===== src/rtl/bk16_addsub_pipe.sv =====
// bk16_addsub_pipe: two-stage pipelined 16-bit add/subtract unit.
// Structure: Brent-Kung 4-bit groups with a 4-group carry lookahead.
//   Stage 1 registers the bit p/g, the group P/G, c0 and the op type.
//   Stage 2 resolves the group carries and the bit carries, then registers
//   the result and its flags.
// Optional feature: define BK16_SAT_EN to clamp out_s on signed overflow.
//   The clamp is 7FFF for positive overflow and 8000 for negative overflow.
// Ports:
//   clk, rst           rising-edge clock; synchronous active-high reset
//   in_valid/in_ready  operand handshake; in_ready depends on out_ready
//   in_a, in_b         16-bit operands
//   in_sub             0: a+b+cb; 1: a-b-cb
//   in_cb              carry-in (add) or borrow-in (sub)
//   out_valid/out_ready  result handshake
//   out_s              16-bit sum or difference
//   out_cb             carry-out (add) or borrow-out (sub)
//   out_ovf            signed overflow
//   out_zero           out_s == 0
module bk16_addsub_pipe (
   input  logic        clk,
   input  logic        rst,
   input  logic        in_valid,
   output logic        in_ready,
   input  logic [15:0] in_a,
   input  logic [15:0] in_b,
   input  logic        in_sub,
   input  logic        in_cb,
   output logic        out_valid,
   input  logic        out_ready,
   output logic [15:0] out_s,
   output logic        out_cb,
   output logic        out_ovf,
   output logic        out_zero
);

   localparam int unsigned W  = 16;
   localparam int unsigned GW = 4;
   localparam int unsigned NG = W / GW;

   // Stage-1 combinational signals
   logic [W-1:0]             b_eff_c, p_c, g_c;
   logic [NG-1:0]            grp_p_c, grp_g_c;
   logic [NG-1:0][GW-2:0]    g_lo_c;

   // Stage-1 registers
   logic                     s1_valid;
   logic [W-1:0]             s1_p;
   logic [NG-1:0][GW-2:0]    s1_g;   // the top bit g of each group only feeds G
   logic [NG-1:0]            s1_gp, s1_gg;
   logic                     s1_c0, s1_sub;
`ifdef BK16_SAT_EN
   logic                     s1_a_msb;
`endif

   // Stage-2 combinational signals
   logic [NG:0]              gc_c;   // group carries C0..C4
   logic [W-1:0]             c_c;    // carry into each bit
   logic [W-1:0]             sum_c, s_fin_c;
   logic                     ovf_c, cb_c, zero_c;

   logic                     s2_valid, s1_adv, s2_adv;

   // Advance when the stage ahead is empty or draining
   assign s2_adv    = !s2_valid || out_ready;
   assign s1_adv    = !s1_valid || s2_adv;
   assign in_ready  = s1_adv;
   assign out_valid = s2_valid;

   // Subtraction is a + ~b + 1; the borrow-in then inverts the carry-in
   assign b_eff_c = in_sub ? ~in_b : in_b;
   assign p_c     = in_a ^ b_eff_c;
   assign g_c     = in_a & b_eff_c;

   // Per-group P and Brent-Kung G: (3:2) and (1:0) pairs, then the combine
   for (genvar k = 0; k < NG; k++) begin : g_s1_grp
      localparam int unsigned B = GW * k;
      assign grp_p_c[k] = &p_c[B +: GW];
      assign grp_g_c[k] = (g_c[B+3] | (p_c[B+3] & g_c[B+2]))
                        | ((p_c[B+3] & p_c[B+2]) & (g_c[B+1] | (p_c[B+1] & g_c[B])));
      assign g_lo_c[k]  = g_c[B +: GW-1];
   end

   // Stage-1 payload; only loaded on a real beat
   always_ff @(posedge clk) begin
      if (s1_adv && in_valid) begin
         s1_p   <= p_c;
         s1_g   <= g_lo_c;
         s1_gp  <= grp_p_c;
         s1_gg  <= grp_g_c;
         s1_c0  <= in_sub ^ in_cb;
         s1_sub <= in_sub;
`ifdef BK16_SAT_EN
         s1_a_msb <= in_a[W-1];
`endif
      end
   end

   // Two-level group carry lookahead
   assign gc_c[0] = s1_c0;
   assign gc_c[1] = s1_gg[0] | (s1_gp[0] & s1_c0);
   assign gc_c[2] = s1_gg[1] | (s1_gp[1] & s1_gg[0]) | (s1_gp[1] & s1_gp[0] & s1_c0);
   assign gc_c[3] = s1_gg[2] | (s1_gp[2] & s1_gg[1]) | (s1_gp[2] & s1_gp[1] & s1_gg[0])
                  | (s1_gp[2] & s1_gp[1] & s1_gp[0] & s1_c0);
   assign gc_c[4] = s1_gg[3] | (s1_gp[3] & s1_gg[2]) | (s1_gp[3] & s1_gp[2] & s1_gg[1])
                  | (s1_gp[3] & s1_gp[2] & s1_gp[1] & s1_gg[0])
                  | (s1_gp[3] & s1_gp[2] & s1_gp[1] & s1_gp[0] & s1_c0);

   // In-group prefix seeded with each group's carry-in
   for (genvar k = 0; k < NG; k++) begin : g_s2_grp
      localparam int unsigned B = GW * k;
      assign c_c[B]   = gc_c[k];
      assign c_c[B+1] = s1_g[k][0] | (s1_p[B] & gc_c[k]);
      assign c_c[B+2] = s1_g[k][1] | (s1_p[B+1] & s1_g[k][0])
                      | (s1_p[B+1] & s1_p[B] & gc_c[k]);
      assign c_c[B+3] = s1_g[k][2] | (s1_p[B+2] & s1_g[k][1])
                      | (s1_p[B+2] & s1_p[B+1] & s1_g[k][0])
                      | (s1_p[B+2] & s1_p[B+1] & s1_p[B] & gc_c[k]);
   end

   assign sum_c = s1_p ^ c_c;
   assign ovf_c = c_c[W-1] ^ gc_c[NG];
   assign cb_c  = s1_sub ^ gc_c[NG];

`ifdef BK16_SAT_EN
   // Clamp direction follows the sign of a: overflow always moves away from it
   assign s_fin_c = ovf_c ? (s1_a_msb ? 16'h8000 : 16'h7FFF) : sum_c;
`else
   assign s_fin_c = sum_c;
`endif
   assign zero_c = (s_fin_c == '0);

   // Valid bits and output registers
   always_ff @(posedge clk) begin
      if (rst) begin
         s1_valid <= 1'b0;
         s2_valid <= 1'b0;
         out_s    <= '0;
         out_cb   <= 1'b0;
         out_ovf  <= 1'b0;
         out_zero <= 1'b0;
      end else begin
         if (s1_adv) s1_valid <= in_valid;
         if (s2_adv) s2_valid <= s1_valid;
         if (s2_adv && s1_valid) begin
            out_s    <= s_fin_c;
            out_cb   <= cb_c;
            out_ovf  <= ovf_c;
            out_zero <= zero_c;
         end
      end
   end

endmodule


===== config.mk =====
export PLATFORM = sky130hd
export DESIGN_NAME = bk16_addsub_pipe
export DESIGN_NICKNAME = d
export VERILOG_FILES = /design/src/rtl/bk16_addsub_pipe.sv
export SDC_FILE = /design/constraint.sdc
export NUM_CORES = 1
export LEC_CHECK = 0
export CAP_MARGIN = 20
export CORE_AREA = 5 5 82 84
export CTS_CLUSTER_DIAMETER = 40
export DETAILED_ROUTE_END_ITERATION = 7
export DIE_AREA = 0 0 87 89
export DONT_BUFFER_PORTS = 1
export PLACE_DENSITY = 0.66
export SLEW_MARGIN = 20
export SYNTH_ARGS = -nofsm -noshare
export SYNTH_HDL_FRONTEND = slang
export SYNTH_SLANG_ARGS = --single-unit

===== constraint.sdc =====
create_clock -name clk -period 6.9 [get_ports clk]
set_input_delay 1.38 -clock clk [delete_from_list [all_inputs] [get_ports clk]]
set_output_delay 1.38 -clock clk [all_outputs]
set_load 0.1 [all_outputs]

## After elaboration in Yosys (flattened, before gate mapping)

Cells that the tools add are included.

| storage, ports and cells | value |
|---|---|
| register bits | 59 |
| input bits | 38 |
| output and inout bits | 21 |
| logic and storage cells | 148 |

| operators by class | value |
|---|---|
| muxes and demuxes | 1 |
| bitwise logic cells | 121 |
| reductions and logical operators | 11 |

Operator list:

| cell | number |
|---|---|
| $and A1 B1 Y1 | 68 |
| $or A1 B1 Y1 | 46 |
| $xor A16 B16 Y16 | 2 |
| $and A16 B16 Y16 | 1 |
| $logic_not A16 Y1 | 1 |
| $mux W16 | 1 |
| $not A16 Y16 | 1 |
| $reduce_and A4 Y1 | 4 |
| $xor A1 B1 Y1 | 3 |
| $logic_and A1 B1 Y1 | 2 |
| $logic_not A1 Y1 | 2 |
| $logic_or A1 B1 Y1 | 2 |

## Longest topological paths before layout

Gate-level depths: netlist (run 1).

| depth | value |
|---|---|
| depth in word-level cells | 8 |
| mapped depth | 9 |
| gate-level depth less buffers | 9 |

## Worst setup path before layout (run 1)

Ideal clock, no wire load.

| timing | value |
|---|---|
| kind | input -> register |
| start | input out_ready |
| end | register s1_c0 (enable) |
| setup time | 0.399 ns |
| arrival time | 3.150 ns |
| data required time | 6.501 ns |
| setup slack | 3.351 ns |
| stages on the path | 3 |
| path buffers | 0 |
| cell sequence | nor2b_1 nand2_1 and2_1 |

| between the ends | value |
|---|---|
| cells in the longest elaborated chain, start to end | 3 |

RTL lines:

| item | RTL line | source |
|---|---|---|
| start, declared | 29 | `input logic out_ready,` |
| $logic_or A1 B1 Y1 | 64 | `assign s2_adv = !s2_valid \|\| out_ready;` |
| $logic_or A1 B1 Y1 | 65 | `assign s1_adv = !s1_valid \|\| s2_adv;` |
| net in_ready | 23 | `output logic in_ready,` |
| $logic_and A1 B1 Y1 | 85 | `if (s1_adv && in_valid) begin` |
| end signal, assigned | 90 | `s1_c0 <= in_sub ^ in_cb;` |
| end, declared | 50 | `logic s1_c0, s1_sub;` |

The timed path passes the listed nets, and every way through them passes these cells.
A chain may end at the register's enable or synchronous reset.

## Worst setup path after layout (run 1)

| timing | value |
|---|---|
| start | register s2_valid (netlist: out_valid) |
| end | output in_ready |

| between the ends | value |
|---|---|
| cells in the longest elaborated chain, start to end | 3 |

RTL lines:

| item | RTL line | source |
|---|---|---|
| start, declared | 61 | `logic s2_valid, s1_adv, s2_adv;` |
| start signal, assigned | 143 | `if (s2_adv) s2_valid <= s1_valid;` |
| $logic_not A1 Y1 | 64 |  |
| $logic_or A1 B1 Y1 | 64 |  |
| $logic_or A1 B1 Y1 | 65 |  |
| end, declared | 23 |  |

Every way passes these cells.

==> results.md, run 1 <==
- DR vias/cell: 5.43
- ANT nets after route: 0
- Setup TNS: 0 ps
- Status: complete, no violations
- Min cycle time layout: 3580 ps
- Synth Register Bits: 59
- Area growth syn-to-layout: 9.09%
- # diodes: 0
- Wirelength per Cell: 15.9 um
- Clock tree sinks: 59
- Gp weighted congestion: 0.762
- Num CTS Buffers: 9
- Pint: 0.000625 W
- Share of cells above drive strength 1: 7.39%
- Max_cap viols: 0
- Fin. Hold Viols: 0
- Initial antenna violation count: 0
- Bufs on Longest Clock Path: 2
- Final Max Slew Viols: 0
- PD cells: 292 mW/mm^2
- Largest net degree at the start of global routing: 39
- CTS-repair resized insts: 0
- Detailed Route WL: 5270 um
- RSZ-0062 raised after global routing: false
- Critical path, cell by cell: nor2b_1, nand2_1
- Syn Nets: 305
- H-tree depth: 3
- Initial Util: 48.2%
- Sw frac: 30.4%
- Core area: 0.00585 sq mm
- DRC Markers: 0
- Setup bufs post-CTS: 0
- Switching power: 0.000273 W
- Worst-Margin Slew: 1010 ps
- Clock Latency Late Sink: 330 ps
- Root Buffer: clkbuf_8
- WP data arrival: 2200 ps
- Chip Width: 87 um
- Gr usage total: 15.1%
- I/O pins: 59
- Seq/Total Area, Yosys: 55.4%
- Wire length of the first global-routing pass: 8680 um
- Clk_skew: 5.33 ps
- Drt first pass iters: 4
- Post-synth EDFFs: 38
- Most frequent cells in the layout: edfxtp_1, nand2_1, xor2_1, a21oi_1, dfxtp_1
- Period utilisation layout: 51.9%
- Worst Hold Class: register to register
- Top Layer Used: met4
- 1st-iter DRT viols: 53
- Worst EP required: 5520 ps
- Combinational share of power: 12.8%
- Part of the power in registers: 55.6%
- Met3 wire len: 380 um
- GRT overflow: 0
- Slew headroom: 32.7%
- Most common cell after layout, fill and taps aside: edfxtp_1
- Mean Syn Cell Area: 11.4 sq um
- Routed wl met2: 2380 um
- Row cnt: 28
- Synthesized cell area: 0.00282 sq mm
- FMAX: 279 MHz
- Leakage: 1.13 nW
- Startpoint types: register
- Post-synth ARST share: 0%
- WS Path Type: register to primary output
- Crit path max-delay cell type: dfxtp_1
- Critical path endpoint category: primary output
- M1 wire length: 2380 um
- CTS tree: done
- CTS Hold Bufs: 0
- Nets@finish: 310
- Vias in the first global route: 1802
- Post-DP HPWL: 3960 um
- Die Span Y: 89 um
- Dpl cells: 316
- Number of distinct library cells after synthesis: 40
- Synthesized instance count: 247
- Main synth FF type: edfxtp_1
- Die footprint: 0.00774 sq mm
- Via Count: 1804
- Max incr delay on CP: 960 ps
- Clock power frac: 31.6%
- Reg clk slew, reported paths: 60 ps
- Synth warn: 0
- Maximum vdd ir drop: 166 uV
- Final setup violation count: 0
- Port Buffer Count: 0
- CP max FO: 3
- Non-Filler Instances: 332
==> cell usage after synthesis, drive strengths merged, types with 3 or more instances <==
library cell  count  area [sq um]
edfxtp           38          1140
nand2            32           120
xor2             23           201
a21oi            21           105
dfxtp            21           420
ha               20           250
nor2             15          56.3
o21ai            10          50.1
clkbuf            6          22.5
nand2b            6          37.5
xnor2             6          52.6
nor2b             5          31.3
nor3              5          30.0
a211oi            4          42.5
and4              4          35.0
and2              3          18.8
o21a              3          22.5
==> kinds of logic (layout without fill, tap and decap cells) <==
group | Yosys count | in the layout | share of synthesized area (%)
and+or+nand+nor | 81 | 81 | 14.2
AOI/OAI and AO/OA | 51 | 51 | 11.5
adders and majority gates | 20 | 20 | 8.87
DFF | 59 | 59 | 55.4
xor gates and xnor gates | 29 | 29 | 9.01
buffers and inverters | 7 | 17 | 0.976
==> through the flow <==
stage	cell area, sq um	power, W	utilization (%)	setup WS (ps)	hold slack, ps
final	3080	0.000898	52.6	3320	553
after global routing	3080	0.000946	52.6	3190	618
after CTS	3080	0.000910	52.6	3300	560
after detailed placement	2890	0.000622	49.5	3370	548
after global placement	2890	0.000619	49.5	3390	539
after floorplan	2820	0.000593	-	3350	507
==> critical path: cells and delay by family, from the launching register on <==
kind | cells | cell delay (ps)
AND/OR/NAND/NOR | 2 | 900
flip-flops | 1 | 960
==> area by class of cell <==
class | instances | area (sq um)
Timing Repair Buffer | 1 | 7.51
Clock inverter | 2 | 10.0
Clock buffer | 14 | 173
Multi-Input combinational cell | 181 | 1230
Sequential cell | 59 | 1560
Tap cell | 75 | 93.8
Fill cell | 537 | 2770
==> power by group through the flow <==
stage                     Sequential, W  Combinational, W  Clock [W]
after global routing           0.000503          0.000132   0.000310
final                          0.000499          0.000115   0.000284
after CTS                      0.000499          0.000117   0.000294
after detailed placement       0.000507          0.000116          0
after global placement         0.000506          0.000113          0
after floorplan                0.000500         0.0000930          0
==> final timing paths <==
kind	start	end	slack (ps)	cells past startpoint
worst min register to register	s1_valid	out_valid	550	2
worst min-delay path	s1_valid	out_valid	550	2
worst max-delay path	out_valid	in_ready	3320	2
worst max register to register	out_valid	s1_p[13]	3990	4
==> layer usage <==
metal	up-vias	track usage, %
met5	-	0
met4	0	7.65
met3	11	5.62
met2	55	21.8
met1	830	19.8
li1	908	-
==> state kept, by name, summed over array words and instances (netlist names) <==
signal     flops
s1_c0          1
s1_valid       1
s1_p          16
s1_sub         1
out_s         16
out_ovf        1
s1_gp          4
s1_gg          4
out_zero       1
s1_g          12
out_cb         1
out_valid      1
No activity file was read; power rests on OpenSTA's default activity.
==> inputs of run 2 (changes only) <==
==> constraint.sdc (replaced) <==
create_clock -name clk -period 3.46 [get_ports clk]
set_input_delay 0.692 -clock clk [delete_from_list [all_inputs] [get_ports clk]]
set_output_delay 0.692 -clock clk [all_outputs]
set_load 0.1 [all_outputs]
==> results.md, run 2 (synthesis gave the netlist of run 1 again) <==
- Status: complete, no violations (unchanged)
- Fillers: 532 (was 537)
- Clock Latency Late Sink: 330 ps (about the same)
- Final Cell Area: 0.00309 sq mm (was 0.00308 sq mm)
- Via Count: 1800 (was 1804)
- Gr usage total: 15.1% (about the same)
- 1st-iter DRT viols: 68 (was 53)
- Detailed Route WL: 5250 um (was 5270 um)
- Reg clk slew, reported paths: 60 ps (about the same)
- Leakage: 1.14 nW (was 1.13 nW)
- Initial Util: 48.2% (unchanged)
- Final Max Slew Viols: 0 (unchanged)
- Top Layer Used: met4 (unchanged)
- WS Path Type: register to register (was register to primary output)
- Maximum vdd ir drop: 292 uV (was 166 uV)
- Worst setup path end: out_zero (was in_ready)
- CP max FO: 5 (was 3)
- Vias in the first global route: 1846 (was 1802)
- RSZ-0062 raised after global routing: false (unchanged)
- H-tree depth: 3 (unchanged)
- Worst Hold Class: input pin to register (was register to register)
- Setup bufs post-CTS: 0 (unchanged)
- Worst Setup SP: s1_c0 (was out_valid)
- Largest net degree at the start of global routing: 39 (unchanged)
- Period utilisation layout: 71.1%
- Wirelength per Cell: 15.7 um (was 15.9 um)
- Port Buffer Count: 0 (unchanged)
- Worst r2r path cells: 9 (was 4)
- Clk_skew: 8.63 ps (was 5.33 ps)
- ANT nets after route: 0 (unchanged)
- Die footprint: 0.00774 sq mm (unchanged)
- Storage cell area: 0.00156 sq mm (unchanged)
- Area of the multi-input gates: 0.00123 sq mm (unchanged)
- Nets@finish: 312 (was 310)
- Area growth syn-to-layout: 9.63% (was 9.09%)
- Fin. Hold Viols: 0 (unchanged)
- FF-to-FF End: out_zero (was s1_p[13])
- Final setup violation count: 0 (unchanged)
- FMAX: 407 MHz
- Post-DP HPWL: 4010 um (was 3960 um)
- Gp weighted congestion: 0.733 (was 0.762)
- WP data arrival: 2730 ps (was 2200 ps)
- PD cells: 578 mW/mm^2 (was 292 mW/mm^2)
- Most common cell after layout, fill and taps aside: edfxtp_1 (unchanged)
- Worst-Margin Slew: 998 ps (was 1010 ps)
- Startpoint types: register (unchanged)
- Drt first pass iters: 4 (unchanged)
- Most frequent cells in the layout: edfxtp_1, nand2_1, xor2_1, a21oi_1, dfxtp_1 (unchanged)
- I/O pins: 59 (unchanged)
- Row cnt: 28 (unchanged)
- CTS-repair resized insts: 0 (unchanged)
- Num CTS Buffers: 9 (unchanged)
- Chip Width: 87 um (unchanged)
- R2R Path Start: s1_c0 (was out_valid)
- CTS tree: done (unchanged)
- Placed Area: 0.00291 sq mm (was 0.00289 sq mm)
- Core area: 0.00585 sq mm (unchanged)
- DR vias/cell: 5.39 (was 5.43)
- Initial antenna violation count: 0 (unchanged)
- Die Span Y: 89 um (unchanged)
- M1 wire length: 2420 um (was 2380 um)
- Top flop regs: out_s (16), s1_p (16), s1_g (12) (unchanged)
- DRC Markers: 0 (unchanged)
- Reg2reg setup slack: 1000 ps (was 3990 ps)
- Slew headroom: 33.3% (was 32.7%)
- Share of cells above drive strength 1: 8.11% (was 7.39%)
- Clock tree sinks: 59 (unchanged)
- # diodes: 0 (unchanged)
- Min cycle time layout: 2460 ps
- Critical path endpoint category: register (was primary output)
- Met3 wire len: 355 um (was 380 um)
- GRT overflow: 0 (unchanged)
- Worst EP required: 3730 ps (was 5520 ps)
- Bufs on Longest Clock Path: 2 (unchanged)
- CTS Hold Bufs: 0 (unchanged)
- Wire length of the first global-routing pass: 8700 um (was 8680 um)
- Setup TNS: 0 ps (unchanged)
- Routed wl met2: 2390 um (was 2380 um)
- Root Buffer: clkbuf_8 (unchanged)
- Max_cap viols: 0 (unchanged)
[run 2: cell count changes in the layout (fill, tap and decap cells not counted), sizes merged]
cell	before	now
buf	1	3
[run 2: critical path, stage by stage (launching register included)]
cell,delay [ps]
edfxtp_1,470
a211oi_4,370
nor2_1,90
ha_1,300
nor3_1,180
nand4_1,100
or4_1,460
nor4_1,170
nand4b_1,130
o21ai_1,120
[run 2: metal layers]
metal / vias up / global-route usage (%)
met5: - / 0
met3: 6 / 6.45
li1: 914 / -
met1: 825 / 19.6
met4: 0 / 6.80
met2: 55 / 22.2
[run 2: area by class of cell]
| cell class | count | share of cell area, % |
|---|---|---|
| sequential | 59 | 50.5 |
| multi-input combinational | 181 | 39.8 |
| clock buffer | 14 | 5.58 |
| tap | 75 | 3.04 |
| timing repair buffer | 3 | 0.728 |
| clock inverter | 2 | 0.324 |
[run 2: how the worst min path moves through the flow]
stage | startpoint | to | depth (start not counted)
6_report | rst | out_s[8] | 1
5_1_grt | rst | out_s[0] | 1
4_1_cts | rst | out_s[3] | 1
3_5_place_dp | s1_valid | out_valid | 2
3_3_place_gp | s1_valid | out_valid | 2
2_1_floorplan | s1_valid | out_valid | 2
[run 2: power breakdown]
part / leakage (nW) / internal [W] / total, W / switching [W]
clock: 0.0965 / 0.000316 / 0.000560 / 0.000244
sequential: 0.550 / 0.000826 / 0.000991 / 0.000165
combinational: 0.497 / 0.000104 / 0.000235 / 0.000131
[run 2: per-stage QoR]
step / power, W / setup slack [ps] / hold slack [ps] / cells / utilization [%]
after CTS: 0.00181 / 992 / 402 / 334 / 52.8
after global placement: 0.00124 / 1070 / 552 / 318 / 49.7
after detailed placement: 0.00124 / 1010 / 553 / 318 / 49.7
after global routing: 0.00189 / 808 / 393 / 334 / 52.8
after floorplan: 0.00118 / 398 / 507 / 247 / -
final: 0.00179 / 1000 / 417 / 334 / 52.8
==> inputs of run 3 (changes only) <==
--- a/config.mk
+++ b/config.mk
@@ -11,7 +11,7 @@
 export DETAILED_ROUTE_END_ITERATION = 7
 export DIE_AREA = 0 0 87 89
 export DONT_BUFFER_PORTS = 1
-export PLACE_DENSITY = 0.66
+export PLACE_DENSITY = 0.68
 export SLEW_MARGIN = 20
 export SYNTH_ARGS = -nofsm -noshare
 export SYNTH_HDL_FRONTEND = slang
==> constraint.sdc (replaced) <==
create_clock -name clk -period 2.2 [get_ports clk]
set_input_delay 0.44 -clock clk [delete_from_list [all_inputs] [get_ports clk]]
set_output_delay 0.44 -clock clk [all_outputs]
set_load 0.1 [all_outputs]
==> results.md, run 3 (synthesis gave the netlist of run 1 again) <==
- Status: finished with violations (was complete, no violations)
- Failing checks: setup timing
- Final Util: 56.8% (was 52.8%)
- R2R Path Start: s1_gp[0] (was s1_c0)
- ANT nets after route: 0 (unchanged)
- FMAX: 441 MHz (was 407 MHz)
- Hold Startpoint: rst (unchanged)
- Largest net degree at the start of global routing: 39 (unchanged)
- CTS tree: done (unchanged)
- Clock Latency Late Sink: 340 ps (was 330 ps)
- Bufs on Longest Clock Path: 2 (unchanged)
- Gr usage total: 16.5% (was 15.1%)
- Drt first pass iters: 4 (unchanged)
- Root Buffer: clkbuf_8 (unchanged)
- Leakage: 1.28 nW (was 1.14 nW)
- Worst EP required: 2480 ps (was 3730 ps)
- Maximum vdd ir drop: 418 uV (was 292 uV)
- Max_cap viols: 0 (unchanged)
- Slew headroom: 44.3% (was 33.3%)
- Critical path endpoint category: register (unchanged)
- Period utilisation layout: 103% (was 71.1%)
- PD cells: 886 mW/mm^2 (was 578 mW/mm^2)
- GRT overflow: 0 (unchanged)
- Pre-CTS setup slack: -181 ps (was 1010 ps)
- Crit path max-delay cell type: or4_1 (was edfxtp_1)
- Num CTS Buffers: 9 (unchanged)
- Post-DP HPWL: 4330 um (was 4010 um)
- WP data arrival: 2540 ps (was 2730 ps)
- Worst Setup SP: s1_gp[0] (was s1_c0)
- Wirelength per Cell: 15.7 um (about the same)
- Setup WS post-layout: -65.1 ps (was 1000 ps)
- Max incr delay on CP: 490 ps (was 470 ps)
- WS Path Type: register to register (unchanged)
- DRC Markers: 0 (unchanged)
- Detailed Route WL: 5650 um (was 5250 um)
- Clk_skew: 6.68 ps (was 8.63 ps)
- Startpoint types: register (unchanged)
- # diodes: 0 (unchanged)
- DR vias/cell: 5.38 (was 5.39)
- Via Count: 1931 (was 1800)
- Hold Slack: 163 ps (was 417 ps)
- Min cycle time layout: 2270 ps (was 2460 ps)
- Gp weighted congestion: 0.927 (was 0.733)
- Top flop regs: out_s (16), s1_p (16), s1_g (12) (unchanged)
- Critical path, cell by cell: a211oi_4, nor2_1, ha_1, nor3_2, o22ai_1, or4_1, nor4_2, nand4b_1, o21ai_1 (was a211oi_4, nor2_1, ha_1, nor3_1, nand4_1, or4_1, nor4_1, nand4b_1, o21ai_1)
- CP delay by family, top: simple AND/OR/NAND/NOR gates (unchanged)
- Worst-Margin Slew: 836 ps (was 998 ps)
- RSZ-0062 raised after global routing: true (was false)
- Initial antenna violation count: 0 (unchanged)
- I/O pins: 59 (unchanged)
- Die footprint: 0.00774 sq mm (unchanged)
- Final Max Slew Viols: 0 (unchanged)
- 1st-iter DRT viols: 60 (was 68)
- Area growth syn-to-layout: 17.8% (was 9.63%)
- Fin. Hold Viols: 0 (unchanged)
- Row cnt: 28 (unchanged)
- Die Span Y: 89 um (unchanged)
- Vias in the first global route: 2046 (was 1846)
- CTS Hold Bufs: 0 (unchanged)
- Share of cells above drive strength 1: 18.3% (was 8.11%)
- Initial Util: 48.2% (unchanged)
- Most frequent cells in the layout: edfxtp_1, nand2_1, buf_4, xor2_1, a21oi_1 (was edfxtp_1, nand2_1, xor2_1, a21oi_1, dfxtp_1)
- Reg2reg setup slack: -70 ps (was 1000 ps)
- Nets@finish: 337 (was 312)
- Clock tree sinks: 59 (unchanged)
- Most common cell after layout, fill and taps aside: edfxtp_1 (unchanged)
- Port Buffer Count: 0 (unchanged)
- Chip Width: 87 um (unchanged)
- Reg clk slew, reported paths: 60 ps (about the same)
- Buf/Inv on CP: 0 (unchanged)
- CP max FO: 3 (was 5)
- Core area: 0.00585 sq mm (unchanged)
- Wire length of the first global-routing pass: 9540 um (was 8700 um)
- Final setup violation count: 1 (was 0)
- H-tree depth: 3 (unchanged)
- Worst Hold Class: input pin to register (unchanged)
run 3: changes by cell type in the layout (fill, tap and decap cells not counted), moves of 2 or more:
cell | previous run | this run
buf_4 | 3 | 28
nor3_1 | 4 | 1
clkbuf_8 | 12 | 10
clkinv_1 | 0 | 2
clkinv_2 | 2 | 0
nor3_2 | 1 | 3
run 3: worst paths after layout:
path / endpoint / depth (start not counted)
setup / recovery: out_zero / 9
hold reg to reg: out_s[3] / 2
setup reg to reg: out_zero / 9
hold / removal: out_s[8] / 1
run 3: metrics by stage:
stage	cells	setup TNS (ps)	area (sq um)	power [W]
after floorplan	247	-7.47	2840	0.00186
after global placement	342	-38.0	3110	0.00200
after detailed placement	342	-181	3110	0.00202
after CTS	359	-90.1	3310	0.00297
after global routing	359	-229	3320	0.00310
final	359	-65.1	3320	0.00294
run 3: layout make-up:
class	instances	area, sq um
clock inverter	3	37.5
tap	75	93.8
timing repair buffer	28	210
clock buffer	13	149
sequential	59	1560
multi-input combinational	181	1270
fill	521	2530
run 3: timing repair:
item / in CTS / in global routing
setup buffers: 1 / 0
pin swaps: 2 / 0
endpoints found under the setup margin: 1 / 1
gates resized for setup: 3 / 2
run 3: layer usage:
metal  GRT usage [%]  up-vias  share of wire (%)
li1                -      961                  -
met5               0        -                  0
met3            4.79       18                6.4
met2            25.5       65                 46
met1            20.3      887                 45
met4            10.8        0                2.5
run 3: power breakdown:
| group | total [W] | internal (W) | switching, W | leakage [nW] |
|---|---|---|---|---|
| Combinational | 0.000633 | 0.000214 | 0.000419 | 0.634 |
| Sequential | 0.00137 | 0.00130 | 0.0000719 | 0.550 |
| Clock | 0.000938 | 0.000547 | 0.000391 | 0.0927 |
